## src/rtl/riscv_lsu_if.sv

```systemverilog
// ---------------------------------------------------------------------------
// riscv_lsu_if.sv
// Bus interfaces around the load/store unit.
//
// riscv_lsu_core_if : core <-> LSU
//   master = core, slave = LSU
//   core_req_i, core_we_i, core_size_i[2:0], core_addr_i[31:0], core_wd_i[31:0]
//     : driven by the core
//   core_rd_o[31:0], core_stall_o, core_err_o
//     : driven by the LSU
//
// riscv_lsu_mem_if : LSU <-> data memory
//   master = LSU, slave = memory
//   mem_req_o, mem_we_o, mem_be_o[3:0], mem_addr_o[31:0], mem_wd_o[31:0]
//     : driven by the LSU
//   mem_rd_i[31:0], mem_ready_i
//     : driven by the memory
// ---------------------------------------------------------------------------
interface riscv_lsu_core_if;
  logic        core_req_i;
  logic        core_we_i;
  logic [2:0]  core_size_i;
  logic [31:0] core_addr_i;
  logic [31:0] core_wd_i;
  logic [31:0] core_rd_o;
  logic        core_stall_o;
  logic        core_err_o;

  modport master (
    output core_req_i, core_we_i, core_size_i, core_addr_i, core_wd_i,
    input  core_rd_o, core_stall_o, core_err_o
  );

  modport slave (
    input  core_req_i, core_we_i, core_size_i, core_addr_i, core_wd_i,
    output core_rd_o, core_stall_o, core_err_o
  );
endinterface

interface riscv_lsu_mem_if;
  logic        mem_req_o;
  logic        mem_we_o;
  logic [3:0]  mem_be_o;
  logic [31:0] mem_addr_o;
  logic [31:0] mem_wd_o;
  logic [31:0] mem_rd_i;
  logic        mem_ready_i;

  modport master (
    output mem_req_o, mem_we_o, mem_be_o, mem_addr_o, mem_wd_o,
    input  mem_rd_i, mem_ready_i
  );

  modport slave (
    input  mem_req_o, mem_we_o, mem_be_o, mem_addr_o, mem_wd_o,
    output mem_rd_i, mem_ready_i
  );
endinterface

```

## src/rtl/riscv_lsu.sv

```systemverilog
// ---------------------------------------------------------------------------
// riscv_lsu.sv
// Load/store controller between a single-cycle core and a multi-cycle data
// memory with a ready handshake. Each core access is captured into holding
// registers, presented to memory for as long as the memory needs (bounded by
// TIMEOUT_CYCLES), and the read word is sign/zero-extended back to the core.
// The core is stalled until the access finishes.
//
// Parameters:
//   TIMEOUT_CYCLES : cycles allowed in ACCESS before abort (1..65535)
//
// Ports:
//   clk_i  : clock
//   rst_ni : asynchronous reset, active-low
//   core   : riscv_lsu_core_if.slave (request in, stall/err/read data out)
//   mem    : riscv_lsu_mem_if.master (request/lanes out, read data/ready in)
//
// Configuration macro:
//   LSU_MISALIGN_TRAP_EN : when defined, misaligned H/HU/W accesses skip
//                          the memory and return an error in DONE.
// ---------------------------------------------------------------------------
module riscv_lsu #(
  parameter int unsigned TIMEOUT_CYCLES = 255
) (
  input  logic              clk_i,
  input  logic              rst_ni,
  riscv_lsu_core_if.slave   core,
  riscv_lsu_mem_if.master   mem
);

  typedef enum logic [1:0] {
    S_IDLE   = 2'd0,
    S_ACCESS = 2'd1,
    S_DONE   = 2'd2
  } state_e;

  localparam logic [15:0] LP_CNT_LAST = 16'(TIMEOUT_CYCLES - 1);

  state_e      r_state;
  logic [15:0] r_cnt;
  logic        r_mem_req;
  logic        r_we;
  logic [2:0]  r_size;
  logic [1:0]  r_off;
  logic [31:0] r_addr;
  logic [3:0]  r_be;
  logic [31:0] r_wd;
  logic [31:0] r_rd;
  logic        r_err;

  logic [1:0]  w_off;
  logic [3:0]  w_be;
  logic [31:0] w_wd;
  logic        w_misalign;
  logic [7:0]  w_byte;
  logic [15:0] w_half;
  logic [31:0] w_ext;

  assign w_off = core.core_addr_i[1:0];

  // Lane steering for the incoming request. size[1:0] selects the width;
  // encodings 3, 6 and 7 fall through to word.
  // NOTE: every output of a combinational block gets a default first, so no
  // path through the case can leave a signal unassigned and infer a latch.
  always_comb begin
    w_be = 4'b1111;
    w_wd = core.core_wd_i;
    case (core.core_size_i[1:0])
      2'b00: begin
        w_be = 4'b0001 << w_off;
        w_wd = {4{core.core_wd_i[7:0]}};
      end
      2'b01: begin
        w_be = 4'b0011 << {w_off[1], 1'b0};
        w_wd = {2{core.core_wd_i[15:0]}};
      end
      default: begin
        w_be = 4'b1111;
        w_wd = core.core_wd_i;
      end
    endcase
  end

`ifdef LSU_MISALIGN_TRAP_EN
  always_comb begin
    w_misalign = 1'b0;
    case (core.core_size_i[1:0])
      2'b00:   w_misalign = 1'b0;
      2'b01:   w_misalign = w_off[0];
      default: w_misalign = (w_off != 2'b00);
    endcase
  end
`else
  assign w_misalign = 1'b0;
`endif

  // Read extension uses the captured size/offset, not the live core inputs.
  // Stores return the raw memory word so core_rd_o stays deterministic.
  always_comb begin
    w_byte = mem.mem_rd_i[{r_off, 3'b000} +: 8];
    w_half = r_off[1] ? mem.mem_rd_i[31:16] : mem.mem_rd_i[15:0];
    w_ext  = mem.mem_rd_i;
    if (!r_we) begin
      case (r_size[1:0])
        2'b00:   w_ext = r_size[2] ? {24'h0, w_byte} : {{24{w_byte[7]}}, w_byte};
        2'b01:   w_ext = r_size[2] ? {16'h0, w_half} : {{16{w_half[15]}}, w_half};
        default: w_ext = mem.mem_rd_i;
      endcase
    end
  end

  // NOTE: state registers use non-blocking assignments so every register in
  // this block samples the pre-edge values of the others.
  always_ff @(posedge clk_i or negedge rst_ni) begin
    if (!rst_ni) begin
      r_state   <= S_IDLE;
      r_cnt     <= '0;
      r_mem_req <= 1'b0;
      r_we      <= 1'b0;
      r_size    <= '0;
      r_off     <= '0;
      r_addr    <= '0;
      r_be      <= '0;
      r_wd      <= '0;
      r_rd      <= '0;
      r_err     <= 1'b0;
    end else begin
      case (r_state)
        S_IDLE: begin
          if (core.core_req_i) begin
            r_we   <= core.core_we_i;
            r_size <= core.core_size_i;
            r_off  <= w_off;
            r_addr <= {core.core_addr_i[31:2], 2'b00};
            r_be   <= w_be;
            r_wd   <= w_wd;
            r_cnt  <= '0;
            if (w_misalign) begin
              r_err   <= 1'b1;
              r_rd    <= '0;
              r_state <= S_DONE;
            end else begin
              r_mem_req <= 1'b1;
              r_state   <= S_ACCESS;
            end
          end
        end
        S_ACCESS: begin
          // Ready wins over an expiring counter on the same cycle.
          if (mem.mem_ready_i) begin
            r_rd      <= w_ext;
            r_mem_req <= 1'b0;
            r_state   <= S_DONE;
          end else if (r_cnt == LP_CNT_LAST) begin
            r_rd      <= '0;
            r_err     <= 1'b1;
            r_mem_req <= 1'b0;
            r_state   <= S_DONE;
          end else begin
            r_cnt <= r_cnt + 16'd1;
          end
        end
        S_DONE: begin
          r_err   <= 1'b0;
          r_state <= S_IDLE;
        end
        default: begin
          r_mem_req <= 1'b0;
          r_err     <= 1'b0;
          r_state   <= S_IDLE;
        end
      endcase
    end
  end

  // NOTE: stall is combinational on core_req_i, so it is gated with rst_ni to
  // stay low while reset is held even if the core keeps requesting.
  assign core.core_stall_o = rst_ni &
                             (((r_state == S_IDLE) & core.core_req_i) |
                              (r_state == S_ACCESS));
  assign core.core_rd_o    = r_rd;
  assign core.core_err_o   = r_err;

  assign mem.mem_req_o  = r_mem_req;
  assign mem.mem_we_o   = r_we;
  assign mem.mem_be_o   = r_be;
  assign mem.mem_addr_o = r_addr;
  assign mem.mem_wd_o   = r_wd;

endmodule

```

## src/flat_wrapper.sv

```systemverilog
// flat-port wrapper written by rule: the top's interface ports become plain ports
module riscv_lsu_flat 
#(
  parameter int unsigned TIMEOUT_CYCLES = 255
)
  (clk_i, rst_ni, core_core_req_i, core_core_we_i, core_core_size_i, core_core_addr_i, core_core_wd_i, core_core_rd_o, core_core_stall_o, core_core_err_o, mem_mem_req_o, mem_mem_we_o, mem_mem_be_o, mem_mem_addr_o, mem_mem_wd_o, mem_mem_rd_i, mem_mem_ready_i);
  riscv_lsu_core_if core_i ();
  riscv_lsu_mem_if mem_i ();
  input  logic clk_i;
  input  logic rst_ni;
  input wire logic [$bits(core_i.core_req_i)-1:0] core_core_req_i;
  input wire logic [$bits(core_i.core_we_i)-1:0] core_core_we_i;
  input wire logic [$bits(core_i.core_size_i)-1:0] core_core_size_i;
  input wire logic [$bits(core_i.core_addr_i)-1:0] core_core_addr_i;
  input wire logic [$bits(core_i.core_wd_i)-1:0] core_core_wd_i;
  output wire logic [$bits(core_i.core_rd_o)-1:0] core_core_rd_o;
  output wire logic [$bits(core_i.core_stall_o)-1:0] core_core_stall_o;
  output wire logic [$bits(core_i.core_err_o)-1:0] core_core_err_o;
  output wire logic [$bits(mem_i.mem_req_o)-1:0] mem_mem_req_o;
  output wire logic [$bits(mem_i.mem_we_o)-1:0] mem_mem_we_o;
  output wire logic [$bits(mem_i.mem_be_o)-1:0] mem_mem_be_o;
  output wire logic [$bits(mem_i.mem_addr_o)-1:0] mem_mem_addr_o;
  output wire logic [$bits(mem_i.mem_wd_o)-1:0] mem_mem_wd_o;
  input wire logic [$bits(mem_i.mem_rd_i)-1:0] mem_mem_rd_i;
  input wire logic [$bits(mem_i.mem_ready_i)-1:0] mem_mem_ready_i;
  assign core_i.core_req_i = core_core_req_i;
  assign core_i.core_we_i = core_core_we_i;
  assign core_i.core_size_i = core_core_size_i;
  assign core_i.core_addr_i = core_core_addr_i;
  assign core_i.core_wd_i = core_core_wd_i;
  assign core_core_rd_o = core_i.core_rd_o;
  assign core_core_stall_o = core_i.core_stall_o;
  assign core_core_err_o = core_i.core_err_o;
  assign mem_mem_req_o = mem_i.mem_req_o;
  assign mem_mem_we_o = mem_i.mem_we_o;
  assign mem_mem_be_o = mem_i.mem_be_o;
  assign mem_mem_addr_o = mem_i.mem_addr_o;
  assign mem_mem_wd_o = mem_i.mem_wd_o;
  assign mem_i.mem_rd_i = mem_mem_rd_i;
  assign mem_i.mem_ready_i = mem_mem_ready_i;
  riscv_lsu #(.TIMEOUT_CYCLES(TIMEOUT_CYCLES)) u_core (.clk_i(clk_i), .rst_ni(rst_ni), .core(core_i), .mem(mem_i));
endmodule
```

## config.mk

```make
export PLATFORM = sky130hd
export DESIGN_NAME = riscv_lsu_flat
export DESIGN_NICKNAME = d
export VERILOG_FILES = /design/src/rtl/riscv_lsu_if.sv /design/src/rtl/riscv_lsu.sv /design/src/flat_wrapper.sv
export SDC_FILE = /design/constraint.sdc
export NUM_CORES = 1
export LEC_CHECK = 0
export BUFFER_PORTS_ARGS = -buffer_cell sky130_fd_sc_hd__buf_2
export CORE_AREA = 2 2 141 102
export DETAILED_ROUTE_END_ITERATION = 16
export DIE_AREA = 0 0 143 104
export GPL_TIMING_DRIVEN = 0
export PLACE_DENSITY_LB_ADDON = 0.05
export SYNTH_ARGS = -nofsm -noshare
export SYNTH_HDL_FRONTEND = slang
export SYNTH_SLANG_ARGS = --single-unit
```

## constraint.sdc

```tcl
create_clock -name clk_i -period 2.28 [get_ports clk_i]
set_input_delay 0 -clock clk_i [delete_from_list [all_inputs] [get_ports clk_i]]
set_output_delay 0 -clock clk_i [all_outputs]
set_load 0.02 [all_outputs]
```

==> flow_metrics.env <==
export IMPL_min_to="u_core.core.core_rd_o[10]"
export IMPL_rows=36
export IMPL_sw_frac_of_total_pct=40.31
export IMPL_dieArea_mm2=0.01487
export IMPL_ys_flop_type="dfrtp_1"
export IMPL_worstSkewPairLatency_ns=0.42
export IMPL_nNetsFinal=1074
export IMPL_fin_cells=1170
export IMPL_gp_congestion=0.8556
export IMPL_die_width_um=143
export IMPL_drt_first_pass_iters=5
export IMPL_coreArea_mm2=0.01356
export IMPL_timing_final_crit_share_pct=100.4
export IMPL_syn_mean_instance_area_um2=9.208
export IMPL_slowest_stage="or4b_4"
export IMPL_io_buffers=204
export IMPL_crit_type="reg2reg"
export IMPL_maxSlewViolCount=0
export IMPL_drt_iter0_drc=434
export IMPL_reg2reg_depth=7
export IMPL_holdPathStages=4
export IMPL_htreeDepth=4
export IMPL_cts_tree="built"
export IMPL_wl_per_cell_um=16.54
export IMPL_final_antenna_net_count=0
export IMPL_clockBufferDepth=2
export IMPL_max_slew_margin_pct=37.20
export IMPL_final_hold_viol_count=0
export IMPL_whs_ns=0.01436
export IMPL_ys_warn_count=0
export IMPL_grt_max_degree=68
export IMPL_status="finished, violations left"
export IMPL_maxCapViolations=0
export IMPL_cellPowerDensity_mw_per_mm2=1218
export IMPL_ir_worst_vdd_uv=546.3
export IMPL_path_max_fanout=8
export IMPL_placed_area_mm2=0.007244
export IMPL_clockRootBuffer="clkbuf_16"
export IMPL_cp_end_kind="register"
export IMPL_power_frac_comb_pct=41.1
export IMPL_dpl_worst_slack_ns=-0.1307
export IMPL_critPathLaunchType="register"
export IMPL_synth_seq_area_share_pct=52.17
export IMPL_synth_seq_cells=124
export IMPL_io_pins=208
export IMPL_cpPeakStageDelay_ns=0.49
export IMPL_cts_sinks=124
export IMPL_violations="negative setup slack"
export IMPL_fin_setup_tns_ns=-0.009763
export IMPL_hp_start="mem_mem_rd_i[10]"
export IMPL_layout_drive_gt1_share_pct=27.45
export IMPL_r2r_end="u_core.core.core_rd_o[23]"
export IMPL_fillers=1105
export IMPL_dpl_cell_count=1042
export IMPL_min_delay_path_class="in2reg"
export IMPL_antenna_found_initial=0
export IMPL_r2r_setup_slack_ns=-0.01
export IMPL_first_global_vias=6039
export IMPL_area_delta_synth_final_pct=49.31
export IMPL_vias=6113
export IMPL_grt_total_usage_pct=26.03
export IMPL_fin_area_mm2=0.008881
export IMPL_drcViolationCount=0
export IMPL_tightest_slew_ns=0.9386
export IMPL_dp_final_hpwl_um=13290
export IMPL_clkSlewWorstSetupHoldPaths_ns=0.06
export IMPL_numCtsBuffers=17
export IMPL_required_ns=2.59
export IMPL_period_minus_slack_ns=2.290
export IMPL_setup_slack_ns=-0.009763
export IMPL_drt_total_wl_um=19350
export IMPL_rr_startpoint="u_core.r_cnt[0]"
export IMPL_overflow=0
export IMPL_syn_area_mm2=0.005948
export IMPL_fmax_mhz=436.7
export IMPL_finClkSkew_ns=0.006678
export IMPL_synth_edff_count=0
export IMPL_die_height_um=104
export IMPL_vias_per_cell=5.225
export IMPL_p_switching_mw=4.359
export IMPL_cp_arrival_ns=2.60
export IMPL_initial_core_util_pct=43.87
export IMPL_worstPathCellList="inv_2 -> ha_4 -> or4b_4 -> o41ai_4 -> nand2_4 -> buf_6 -> a22o_1"
export IMPL_grt_pass1_wl_um=30260
export IMPL_setup_viol_count_final=1
export IMPL_ys_types=51
export IMPL_rsz0062_at_grt="yes"
export IMPL_intPower_mw=6.456
export IMPL_syn_inst=646
export IMPL_power_frac_clock_pct=25.9
export IMPL_p_leak_nw=4.519
export IMPL_power_frac_seq_pct=33.1
export IMPL_async_flop_share_pct=100.0
export IMPL_antenna_cells=0
==> synth_stat cells (2+ instances only) <==
master | number | area share, %
nand3_1 | 7 | 0.59
o2bb2ai_1 | 3 | 0.44
nor2b_1 | 2 | 0.21
or3_1 | 5 | 0.53
o21ai_0 | 62 | 5.2
nand4_1 | 4 | 0.42
o221ai_1 | 3 | 0.44
buf_1 | 4 | 0.25
a22o_1 | 23 | 3.4
a41o_1 | 2 | 0.34
buf_6 | 2 | 0.38
a21oi_1 | 25 | 2.1
nand2b_1 | 8 | 0.84
clkbuf_1 | 31 | 2.0
a21o_1 | 6 | 0.76
a31oi_1 | 5 | 0.53
a31o_1 | 2 | 0.29
ha_1 | 2 | 0.42
buf_4 | 2 | 0.25
mux2_2 | 3 | 0.57
a22oi_1 | 6 | 0.76
inv_1 | 13 | 0.82
mux2i_1 | 39 | 6.6
or4_1 | 4 | 0.50
dfrtp_1 | 124 | 52
buf_2 | 5 | 0.42
nand2_1 | 193 | 12
nor3_1 | 4 | 0.34
nor4_1 | 4 | 0.42
a221oi_1 | 4 | 0.59
or2_2 | 3 | 0.32
nor2_1 | 25 | 1.6
o31ai_1 | 3 | 0.38
==> worst max-delay path: cells and delay by family (launching register included) <==
family                     cells  cell delay (ns)
DFF                            1             0.42
and+or+nand+nor                2             0.67
buffers and inverters          2             0.27
adders and majority gates      1             0.13
AOI/OAI and AO/OA              2             0.71
==> state kept, by name (all words and copies together) (netlist names) <==
register                cells
u_core.r_off                2
u_core.core.core_err_o      1
u_core.mem.mem_wd_o        32
u_core.mem.mem_we_o         1
u_core.r_cnt               16
u_core.r_size               3
u_core.r_state              2
u_core.mem.mem_req_o        1
u_core.core.core_rd_o      32
u_core.mem.mem_be_o         4
u_core.mem.mem_addr_o      30
==> power groups by stage <==
stage                     Combinational [mW]  Clock (mW)  Sequential [mW]
after floorplan                         1.68           0             4.50
after global placement                  4.12           0             3.54
after detailed placement                4.20           0             3.57
after CTS                               4.33        2.84             3.57
after global routing                    4.81        2.93             3.68
final                                   4.44        2.80             3.58
==> worst max path at each step <==
stage | from | to | slack (ns) | depth (start not counted)
global placement | rst_ni | u_core.mem.mem_addr_o[18] | -0.46 | 1
global route | u_core.r_cnt[0] | u_core.core.core_rd_o[23] | -0.08 | 7
floorplan | u_core.r_cnt[0] | u_core.core.core_rd_o[16] | 0.20 | 7
detailed placement | u_core.r_cnt[0] | u_core.core.core_rd_o[31] | -0.13 | 7
CTS | u_core.r_cnt[0] | u_core.core.core_rd_o[29] | -0.002 | 7
finish | u_core.r_cnt[0] | u_core.core.core_rd_o[23] | -0.01 | 7
==> metrics by stage <==
stage / util (%) / power (mW)
after floorplan: - / 6.180
after global placement: 53.18 / 7.668
after detailed placement: 53.43 / 7.771
after CTS: 64.89 / 10.74
after global routing: 65.50 / 11.42
final: 65.50 / 10.82
==> kinds of logic (layout without fill, tap and decap cells) <==
kind of cell / after synthesis / count (layout) / synth area share, %
compound gates: 149 / 149 / 16.26
fa+ha+maj: 2 / 2 / 0.4206
buf+inv: 57 / 390 / 4.081
flops: 124 / 124 / 52.17
mux: 43 / 43 / 7.509
other cells: 1 / 2 / 0.06304
simple gates: 270 / 270 / 19.50
==> placed cells by master, fill, tap and decap left out, types with 5 or more instances in the layout <==
cell | synthesis | routed
nand3_1 | 7 | 7
buf_6 | 2 | 6
inv_1 | 13 | 12
buf_4 | 2 | 6
a21o_1 | 6 | 6
clkbuf_16 | 0 | 17
o21ai_0 | 62 | 60
a22oi_1 | 6 | 6
or3_1 | 5 | 5
dfrtp_1 | 124 | 123
buf_2 | 5 | 206
a31oi_1 | 5 | 5
nand2_1 | 193 | 193
dlygate4sd3_1 | 0 | 94
nor2_1 | 25 | 25
nand2b_1 | 8 | 8
clkbuf_1 | 31 | 28
a21oi_1 | 25 | 24
a22o_1 | 23 | 23
mux2i_1 | 39 | 38
==> final cells by class <==
cell class                 instances  area, um^2  share of cell area, %
multi-input combinational        466        2641                  29.74
clock inverter                    10       140.1                  1.578
tap                              190       237.7                  2.677
sequential                       124        3104                  34.95
clock buffer                      21       470.5                  5.297
inverter                          13       48.80                 0.5495
timing repair buffer             304        2041                  22.98
buffer                            42       197.7                  2.226
==> repair_timing <==
action	in CTS	in global routing
hold buffers	94	0
buffers inserted	0	2
gates resized for setup	1	26
cloned	0	3
setup endpoints to repair	68	40
pin swaps	2	22
endpoints found under the hold margin	154	0
==> routing by layer <==
| metal | part of all wire (%) | track usage (%) | vias up |
|---|---|---|---|
| met4 | 2.5 | 10.54 | 0 |
| met2 | 44 | 38.00 | 265 |
| met3 | 8.3 | 8.471 | 40 |
| li1 | - | - | 2863 |
| met5 | 0 | 0 | - |
| met1 | 45 | 35.70 | 2945 |
No activity file was read; power rests on OpenSTA's default activity.
